## src/rtl/fifo_write_arbiter_pkg.sv

```systemverilog
// Shared types and defaults for the FIFO write-side arbiter.
package fifo_ctrl_pkg;

  localparam int N_REQ_DEFAULT      = 4;
  localparam int DATA_WIDTH_DEFAULT = 8;
  localparam int ADDR_WIDTH_DEFAULT = 5;
  localparam int DEPTH              = 2 ** ADDR_WIDTH_DEFAULT;

  typedef enum logic {
    IDLE   = 1'b0,
    LOCKED = 1'b1
  } state_t;

  // Pointer width that stays legal for a single requester.
  function automatic int ptr_width(input int n);
    return (n > 1) ? $clog2(n) : 1;
  endfunction

endpackage

```

## src/rtl/fifo_write_arbiter_if.sv

```systemverilog
// Requester / FIFO-write bundle between the requesters and the write arbiter.
interface fifo_write_arbiter_if
  import fifo_ctrl_pkg::*;
#(
  parameter int N_REQ      = N_REQ_DEFAULT,
  parameter int DATA_WIDTH = DATA_WIDTH_DEFAULT,
  parameter int ADDR_WIDTH = ADDR_WIDTH_DEFAULT
);

  logic [N_REQ-1:0]            req;
  logic [N_REQ-1:0]            req_last;
  logic [N_REQ*DATA_WIDTH-1:0] req_data;
  logic [N_REQ-1:0]            grant;
  logic [N_REQ-1:0]            accept;
  logic                        Wr_enable;
  logic [DATA_WIDTH-1:0]       wr_data;
  logic                        credit_return;
  logic [ADDR_WIDTH:0]         credits;
  logic                        busy;
  logic                        credit_err;

  modport master (
    output req, req_last, req_data, credit_return,
    input  grant, accept, Wr_enable, wr_data, credits, busy, credit_err
  );

  modport slave (
    input  req, req_last, req_data, credit_return,
    output grant, accept, Wr_enable, wr_data, credits, busy, credit_err
  );

endinterface

```

## src/rtl/fifo_write_arbiter_rr_picker.sv

```systemverilog
// Combinational round-robin picker: first requester at or above rr_ptr, with wrap.
module rr_picker #(
  parameter int N_REQ = 4,
  parameter int PTR_W = 2
) (
  input  logic [N_REQ-1:0] req,
  input  logic [PTR_W-1:0] rr_ptr,
  output logic [N_REQ-1:0] winner,
  output logic             valid
);

  logic [2*N_REQ-1:0] doubled;
  logic [N_REQ-1:0]   rotated;
  logic [N_REQ-1:0]   rot_winner;
  logic [2*N_REQ-1:0] unrotated;

  // Rotate so rr_ptr sits at bit 0, isolate the lowest set bit, rotate back.
  assign doubled    = {req, req} >> rr_ptr;
  assign rotated    = doubled[N_REQ-1:0];
  assign rot_winner = rotated & (~rotated + N_REQ'(1));
  assign unrotated  = {rot_winner, rot_winner} << rr_ptr;
  assign winner     = unrotated[2*N_REQ-1:N_REQ];
  assign valid      = |req;

endmodule

```

## src/rtl/fifo_write_arbiter.sv

```systemverilog
// Write-port scheduler: round-robin with packet locking, gated by a FIFO credit counter.
module fifo_write_arbiter
  import fifo_ctrl_pkg::*;
#(
  parameter int N_REQ      = N_REQ_DEFAULT,
  parameter int DATA_WIDTH = DATA_WIDTH_DEFAULT,
  parameter int ADDR_WIDTH = ADDR_WIDTH_DEFAULT
) (
  input logic                 write_clk,
  input logic                 reset,
  fifo_write_arbiter_if.slave bus
);

  localparam int                   PTR_W       = ptr_width(N_REQ);
  localparam int                   CREDIT_W    = ADDR_WIDTH + 1;
  localparam logic [CREDIT_W-1:0]  CREDIT_FULL = CREDIT_W'(2 ** ADDR_WIDTH);
  localparam logic [CREDIT_W-1:0]  CREDIT_ONE  = CREDIT_W'(1);
  localparam logic [PTR_W-1:0]     PTR_LAST    = PTR_W'(N_REQ - 1);

  state_t                 state, state_next;
  logic [N_REQ-1:0]       grant_q;
  logic [PTR_W-1:0]       rr_ptr;
  logic [PTR_W-1:0]       owner_idx;
  logic [PTR_W-1:0]       next_ptr;
  logic [DATA_WIDTH-1:0]  owner_data;
  logic                   wr_en_q;
  logic [DATA_WIDTH-1:0]  wr_data_q;
  logic [CREDIT_W-1:0]    credits_q;
  logic                   credit_err_q;
  logic [N_REQ-1:0]       pick_winner;
  logic                   pick_valid;
  logic [N_REQ-1:0]       accept_vec;
  logic                   any_accept;
  logic                   accept_last;
  logic                   has_credit;
  logic                   busy;

  rr_picker #(
    .N_REQ (N_REQ),
    .PTR_W (PTR_W)
  ) u_picker (
    .req    (bus.req),
    .rr_ptr (rr_ptr),
    .winner (pick_winner),
    .valid  (pick_valid)
  );

  assign has_credit  = (credits_q != '0);
  assign any_accept  = |accept_vec;
  assign accept_last = |(accept_vec & bus.req_last);
  assign next_ptr    = (owner_idx == PTR_LAST) ? '0 : owner_idx + PTR_W'(1);

  // NOTE: every variable driven from always_comb gets a default first, so no path can infer a latch.
  always_comb begin
    owner_idx  = '0;
    owner_data = '0;
    for (int i = 0; i < N_REQ; i++) begin
      if (grant_q[i]) begin
        owner_idx  = PTR_W'(i);
        owner_data = bus.req_data[i*DATA_WIDTH +: DATA_WIDTH];
      end
    end
  end

  // NOTE: sequential state uses non-blocking assignments so all registers update from pre-edge values.
  always_ff @(posedge write_clk) begin
    if (reset) state <= IDLE;
    else       state <= state_next;
  end

  always_comb begin
    state_next = state;
    case (state)
      IDLE:   if (pick_valid && has_credit) state_next = LOCKED;
      LOCKED: if (accept_last)              state_next = IDLE;
    endcase
  end

  always_comb begin
    accept_vec = grant_q & bus.req & {N_REQ{has_credit}};
    busy       = (state == LOCKED);
  end

  always_ff @(posedge write_clk) begin
    if (reset) begin
      grant_q      <= '0;
      rr_ptr       <= '0;
      wr_en_q      <= 1'b0;
      wr_data_q    <= '0;
      credits_q    <= CREDIT_FULL;
      credit_err_q <= 1'b0;
    end else begin
      wr_en_q <= any_accept;
      if (any_accept) wr_data_q <= owner_data;

      // Simultaneous accept and return cancel out; a return with nothing outstanding is an error.
      if (any_accept && !bus.credit_return) begin
        credits_q <= credits_q - CREDIT_ONE;
      end else if (!any_accept && bus.credit_return) begin
        if (credits_q == CREDIT_FULL) credit_err_q <= 1'b1;
        else                          credits_q    <= credits_q + CREDIT_ONE;
      end

      case (state)
        IDLE: if (pick_valid && has_credit) grant_q <= pick_winner;
        LOCKED: begin
          if (accept_last) begin
            grant_q <= '0;
            rr_ptr  <= next_ptr;
          end
        end
      endcase
    end
  end

  assign bus.grant      = grant_q;
  assign bus.accept     = accept_vec;
  assign bus.Wr_enable  = wr_en_q;
  assign bus.wr_data    = wr_data_q;
  assign bus.credits    = credits_q;
  assign bus.busy       = busy;
  assign bus.credit_err = credit_err_q;

endmodule

```

## src/flat_wrapper.sv

```systemverilog
// flat-port wrapper written by rule: the top's interface ports become plain ports
module fifo_write_arbiter_flat import fifo_ctrl_pkg::*;
#(
  parameter int N_REQ      = N_REQ_DEFAULT,
  parameter int DATA_WIDTH = DATA_WIDTH_DEFAULT,
  parameter int ADDR_WIDTH = ADDR_WIDTH_DEFAULT
)
  (write_clk, reset, bus_req, bus_req_last, bus_req_data, bus_credit_return, bus_grant, bus_accept, bus_Wr_enable, bus_wr_data, bus_credits, bus_busy, bus_credit_err);
  fifo_write_arbiter_if #(.N_REQ(N_REQ), .DATA_WIDTH(DATA_WIDTH), .ADDR_WIDTH(ADDR_WIDTH)) bus_i ();
  input logic write_clk;
  input logic reset;
  input wire logic [$bits(bus_i.req)-1:0] bus_req;
  input wire logic [$bits(bus_i.req_last)-1:0] bus_req_last;
  input wire logic [$bits(bus_i.req_data)-1:0] bus_req_data;
  input wire logic [$bits(bus_i.credit_return)-1:0] bus_credit_return;
  output wire logic [$bits(bus_i.grant)-1:0] bus_grant;
  output wire logic [$bits(bus_i.accept)-1:0] bus_accept;
  output wire logic [$bits(bus_i.Wr_enable)-1:0] bus_Wr_enable;
  output wire logic [$bits(bus_i.wr_data)-1:0] bus_wr_data;
  output wire logic [$bits(bus_i.credits)-1:0] bus_credits;
  output wire logic [$bits(bus_i.busy)-1:0] bus_busy;
  output wire logic [$bits(bus_i.credit_err)-1:0] bus_credit_err;
  assign bus_i.req = bus_req;
  assign bus_i.req_last = bus_req_last;
  assign bus_i.req_data = bus_req_data;
  assign bus_i.credit_return = bus_credit_return;
  assign bus_grant = bus_i.grant;
  assign bus_accept = bus_i.accept;
  assign bus_Wr_enable = bus_i.Wr_enable;
  assign bus_wr_data = bus_i.wr_data;
  assign bus_credits = bus_i.credits;
  assign bus_busy = bus_i.busy;
  assign bus_credit_err = bus_i.credit_err;
  fifo_write_arbiter #(.N_REQ(N_REQ), .DATA_WIDTH(DATA_WIDTH), .ADDR_WIDTH(ADDR_WIDTH)) u_core (.write_clk(write_clk), .reset(reset), .bus(bus_i));
endmodule
```

## config.mk

```make
export PLATFORM = sky130hd
export DESIGN_NAME = fifo_write_arbiter_flat
export DESIGN_NICKNAME = d
export VERILOG_FILES = /design/src/rtl/fifo_write_arbiter_pkg.sv /design/src/rtl/fifo_write_arbiter_if.sv /design/src/rtl/fifo_write_arbiter_rr_picker.sv /design/src/rtl/fifo_write_arbiter.sv /design/src/flat_wrapper.sv
export SDC_FILE = /design/constraint.sdc
export NUM_CORES = 1
export LEC_CHECK = 0
export BUFFER_PORTS_ARGS = -buffer_cell sky130_fd_sc_hd__buf_4
export CAP_MARGIN = 20
export CORE_ASPECT_RATIO = 1.25
export CORE_UTILIZATION = 40
export DETAILED_ROUTE_END_ITERATION = 10
export PLACE_DENSITY = 0.7
export SLEW_MARGIN = 20
export SYNTH_ARGS = -nofsm -noshare
export SYNTH_HDL_FRONTEND = slang
export SYNTH_SLANG_ARGS = --single-unit
```

## constraint.sdc

```tcl
create_clock -name write_clk -period 3.85 [get_ports write_clk]
set_input_delay 0.5775 -clock write_clk [delete_from_list [all_inputs] [get_ports write_clk]]
set_output_delay 0.5775 -clock write_clk [all_outputs]
set_load 0.02 [all_outputs]
```

=== Yosys cells after proc, flatten, opt, wreduce, memory -nomap -nowiden ===
Cells that the tools add are included.

* Flip-flop bits (word level): 23
* Latch bits: 0
* Memory bits (writable): 0
* Bits in read-only memories: 0
* Input port bits: 43
* Output and inout port bits: 25
* Memories: 0

* $add $sub $neg: 4
* Multipliers: 0
* Divide/modulo/power cells: 0
* $lt $le $gt $ge: 0
* Equality and inequality tests: 5
* Shifts and indexed selects: 2
* Mux-type cells: 17
* Bitwise logic cells: 7
* Reduce and logical (&&, ||, !) cells: 14

{| class="wikitable"
|+ Operators with widths
! operator !! number
|-
| 8-bit two-way mux || 4
|-
| 6-bit two-way mux || 3
|-
| 4-bit AND || 4
|-
| 4-bit OR reduction || 3
|-
| 4-bit two-way mux || 2
|-
| 4-bit one-hot mux with 2 select lines || 1
|-
| 8-bit by 2-bit << shifter with 8-bit output || 1
|-
| 8-bit by 2-bit >> shifter with 4-bit output || 1
|-
| 6-bit by 1-bit adder with 6-bit output, second input constant || 1
|-
| 6-bit equality test, second input constant || 1
|-
| 2-bit two-way mux || 3
|-
| 2-bit AND reduction || 3
|-
| 6-bit nonzero test || 1
|-
| 6-bit by 1-bit subtractor with 6-bit output, second input constant || 1
|-
| 4-bit by 1-bit adder with 4-bit output, second input constant || 1
|-
| 2-bit by 1-bit != test with 1-bit output, second input constant || 2
|-
| 4-bit inverter || 1
|-
| 1-bit logical AND || 3
|-
| 1-bit two-way mux || 3
|-
| 3-bit AND reduction || 1
|-
| 2-bit by 1-bit adder with 2-bit output, second input constant || 1
|-
| 2-bit equality test, second input constant || 1
|-
| 1-bit logical NOT || 2
|-
| 2-bit != test, second input constant || 1
|-
| other kinds (3) || 4
|}

=== Longest topological paths before layout ===
* Depth after elaboration: 7
* Gate-level depth with buffers: 11

=== Cells and area by module ===
From an unflattened synthesis, not the netlist that was laid out.

* Cell total of the unflattened synthesis: 180
* Area, all modules: 1,470.2 µm²

{| class="wikitable"
|+ By module, submodules not included
! module !! instances !! cells each !! area each (µm²)
|-
| fifo_write_arbiter || 1 || 161 || 1,352.5
|-
| rr_picker || 1 || 19 || 117.6
|}

=== Least setup slack after synthesis ===
No wires, ideal clock.

* Path kind: input-to-reg
* Start: input bus_req[2]
* End: register u_core.credits_q[5], in the netlist u_core.bus.credits[5]
* Setup time: 72 ps
* Arrival: 2,901 ps
* Data required time: 3,778 ps
* Path slack: 878 ps
* Cell stages on the path: 11
* Path buffers: 2
* Cells stage by stage: clkbuf_1 nand2_1 a41oi_4 buf_6 ha_1 ha_1 a211oi_1 o21bai_1 a21oi_1 mux2i_1 mux2i_1

* Longest elaborated chain between the ends: 7
* Elaborated cells on any way between the ends: 10
* Those cells by class: eq/ne (1); mux (1); bitwise (2); reduce/logical (6)

{| class="wikitable"
|+ RTL lines
! what !! RTL line !! RTL
|-
| from (decl) || flat_wrapper.sv:12 || <nowiki>input wire logic [$bits(bus_i.req)-1:0] bus_req;</nowiki>
|-
| 4-bit AND (*) (2 in a row) || fifo_write_arbiter.sv:80 || <nowiki>accept_vec = grant_q & bus.req & {N_REQ{has_credit}};</nowiki>
|-
| 4-bit OR reduction (*) || fifo_write_arbiter.sv:49 || <nowiki>assign any_accept = |accept_vec;</nowiki>
|-
| net u_core.any_accept || fifo_write_arbiter.sv:33 || <nowiki>logic any_accept;</nowiki>
|-
| 1-bit logical NOT || fifo_write_arbiter.sv:99 || <nowiki>end else if (!any_accept && bus.credit_return) begin</nowiki>
|-
| 1-bit logical AND || fifo_write_arbiter.sv:99 ||
|-
| 2-bit nonzero test (no line) || n/a ||
|-
| 2-bit AND reduction (no line) || n/a ||
|-
| to (signal assigned) || fifo_write_arbiter.sv:98 || <nowiki>credits_q <= credits_q - CREDIT_ONE;</nowiki>
|-
| to (signal assigned) || fifo_write_arbiter.sv:101 || <nowiki>else credits_q <= credits_q + CREDIT_ONE;</nowiki>
|-
| to (decl) || fifo_write_arbiter.sv:28 || <nowiki>logic [CREDIT_W-1:0] credits_q;</nowiki>
|}

The timed path passes the listed nets; every way through them passes the cells marked *.
A chain may end at the register's enable or synchronous reset.

=== Worst setup path in the final report ===
* Start: register u_core.grant_q[3], in the netlist u_core.bus.grant[3]
* End: register u_core.credits_q[5], in the netlist u_core.bus.credits[5]

* Longest elaborated chain between the ends: 7
* Elaborated cells on any way between the ends: 10
* Those cells by class: eq/ne (1); mux (1); bitwise (2); reduce/logical (6)

{| class="wikitable"
|+ RTL lines
! what !! RTL line !! RTL
|-
| from (decl) || fifo_write_arbiter.sv:21 || <nowiki>logic [N_REQ-1:0] grant_q;</nowiki>
|-
| from (signal assigned) || fifo_write_arbiter.sv:105 || <nowiki>IDLE: if (pick_valid && has_credit) grant_q <= pick_winner;</nowiki>
|-
| 4-bit AND (*) (2 in a row) || fifo_write_arbiter.sv:80 ||
|-
| 4-bit OR reduction (*) || fifo_write_arbiter.sv:49 ||
|-
| 1-bit logical NOT || fifo_write_arbiter.sv:99 ||
|-
| 1-bit logical AND || fifo_write_arbiter.sv:99 ||
|-
| 2-bit nonzero test (no line) || n/a ||
|-
| 2-bit AND reduction (no line) || n/a ||
|}

Every way passes the cells marked *; elsewhere a longest branch is shown, timed or not.

==> metrics <==
outcome=completed; Post-synth ARST share=0; CP Cell Sequence=nand2_1 > a41oi_4 > ha_1 > ha_1 > a211oi_1 > o21bai_1 > a21oi_1 > mux2i_1 > mux2i_1; Hold Crit Depth=2; clock sink total=23; max_cap viols=0; worst slew pin tran=698 ps; crit-path max cell delay=780 ps; CTS tree=built; worst r2r src=u_core.bus.grant[3]; total number of vias=1568; nets=294; worst r2r path cells=9; syn_area_per_cell=8.13 um^2; RSZ-0062 raised after global routing=false; Antenna diodes=0; worst hold start=u_core.bus.credit_err; Initial Util=0.420; Synth Instances=180; R2R Setup Slk=900 ps; first-pass GRT wire length=6690 um; GRT Resource Usage Total=0.209; I/O pin count=68; warnings from Yosys=0; Period minus WS final=2950 ps; WP data required=4050 ps; final setup margin=896 ps; r2r endpoint=u_core.bus.credits[5]; Hold WC Path Type=register to register; Detailed Route Iter0 Violations=55; die width=56.1 um; Fillers=332; IO Port Bufs=67; count of cell types in the netlist=39; Initial DRT Pass Iterations=4; grt total ovfl=0; hpwl dp=3000 um; CTS Buffer Depth=2; area of the core=3480 um^2; Syn Nets=230; die area=3900 um^2; top_reg_cell synth=dfxtp_1; Max Fclk=339 MHz; register area share after synthesis=0.315; largest net degree at the start of global routing=24; Vias/cell=5.56; synthesized flop and latch total=23; CP Class=register to register; Fin. Hold Viols=0; Num CTS Buffers=3; Setup violations, final=0; register area=460 um^2; hold path endpoint=u_core.bus.credit_err; Peak VDD IR=0.000366 V; cts hold-fix bufs=0; WP data arrival=3150 ps; fin crit share=0.767; share of layout cells above drive strength 1=0.350; setup bufs post-CTS=0; gpl congestion=0.874; ANT nets after route=0; TNS Setup=0 ps; post-CTS resize count=0; final routed DRC violation total=0; Final Power=750 uW; number of synthesized flops with an enable pin=0; H-tree depth=1; Rel. slew slack=0.534; Cell Area, Synth=1460 um^2; slowest CP cell=dfxtp_1; Post-Place Worst Slack=935 ps; crit path capture type=register; die extent in y=69.6 um; Final Instance Area=2030 um^2; area delta synth->final=38.8%; crit start category=register; clock transition at the registers of the reported paths=80 ps; initial antenna violation count=0; Root Driver=clkbuf_8; Pwr Density=370 nW/um^2; clock latency on the worst-skew pair=260 ps; DP Area=1980 um^2; Post-Route WL=3920 um; Final Skew=4.47 ps; WL/cell=13.9 um; Leak Pwr=0.000876 uW; number of global-route vias before repair=1487; Crit Path Max Fanout=22; Rows=24; Multi-input gate area=942 um^2; count of pins over their slew limit=0
-- per-layer routing --
metal | track usage | part of all wire
met1 | 0.267 | 0.44
met4 | 0.0705 | 0.013
met3 | 0.0243 | 0.046
met2 | 0.361 | 0.51
met5 | 0 | 0
-- where the power goes --
part / switching, uW / internal [uW] / leakage (uW)
logic: 154 / 141 / 0.000665
registers: 37.7 / 266 / 0.000188
clock network: 77.2 / 73.8 / 0.0000228
-- worst max path at each step --
stage | slack (ps) | to | depth (start not counted) | from
2_1_floorplan | 880 | u_core.bus.credits[5] | 11 | bus_req[2]
3_3_place_gp | 1030 | u_core.bus.credits[5] | 9 | u_core.bus.grant[3]
3_5_place_dp | 940 | u_core.bus.credits[5] | 9 | u_core.bus.grant[3]
4_1_cts | 910 | u_core.bus.credits[5] | 9 | u_core.bus.grant[3]
5_1_grt | 600 | u_core.bus.credits[5] | 9 | u_core.bus.grant[3]
6_report | 900 | u_core.bus.credits[5] | 9 | u_core.bus.grant[3]
-- cell usage after synthesis, types with 3 or more instances --
library cell  number  area [um^2]
a221oi_1           8         70.1
xnor2_1            4         35.0
a211oi_2           8          100
ha_1               6         75.1
dfxtp_1           23          460
a21oi_1           22          110
nor3_1             8         40.0
inv_1              3         11.3
clkbuf_1           8         30.0
nand2_1           14         52.6
nand3_1            4         20.0
nor2_1            36          135
-- final cells by class --
class | instances | area share
flip-flops and latches | 23 | 0.227
clock buffers | 4 | 0.0222
repair buffers | 69 | 0.255
well taps | 39 | 0.0240
multi-input cells | 143 | 0.464
inverters | 4 | 0.00740
-- cell families after synthesis --
family                   share of synthesized area
XOR/XNOR                                    0.0239
multiplexers                                0.0137
adder cells (fa/ha/maj)                     0.0650
buffers and inverters                       0.0411
flip-flops                                   0.315
AO/OA/AOI/OAI                                0.308
AND/OR/NAND/NOR                              0.234
-- state kept, by name, indices dropped and copies added (netlist names) --
signal,count
u_core.bus.grant,4
u_core.rr_ptr,2
u_core.bus.Wr_enable,1
u_core.bus.credits,6
u_core.bus.credit_err,1
u_core.bus.wr_data,8
u_core.bus.busy,1
-- stage by stage --
stage | std cells | util | hold slack, ps
global placement | 278 | 0.570 | 481
global route | 282 | 0.583 | 550
finish | 282 | 0.583 | 527
floorplan | 180 | - | 483
CTS | 282 | 0.583 | 518
detailed placement | 278 | 0.570 | 484
-- worst max-delay path, delay by kind of cell, from the launching register on --
kind,cells,cell delay (ps)
adder cells (fa/ha/maj),2,660
multiplexers,2,420
flip-flops,1,780
AO/OA/AOI/OAI,4,800
AND/OR/NAND/NOR,1,230
-- cell usage in the layout (no fill, tap or decap), types with 2 or more instances in the layout --
| master | n |
|---|---|
| o21ai_0 | 2 |
| a211oi_2 | 8 |
| xnor2_1 | 4 |
| o221ai_1 | 2 |
| o22ai_1 | 2 |
| a21oi_1 | 22 |
| nor2b_1 | 2 |
| mux2i_1 | 2 |
| a32o_1 | 2 |
| a211oi_1 | 2 |
| nand3_1 | 4 |
| nand2_1 | 14 |
| nor2_1 | 36 |
| a21o_1 | 2 |
| a221oi_1 | 8 |
| nor3_1 | 8 |
| inv_1 | 3 |
| dfxtp_1 | 23 |
| ha_1 | 6 |
| nor4_1 | 2 |
| clkbuf_8 | 3 |
| buf_4 | 69 |
Power figures use the tool's default switching activity.
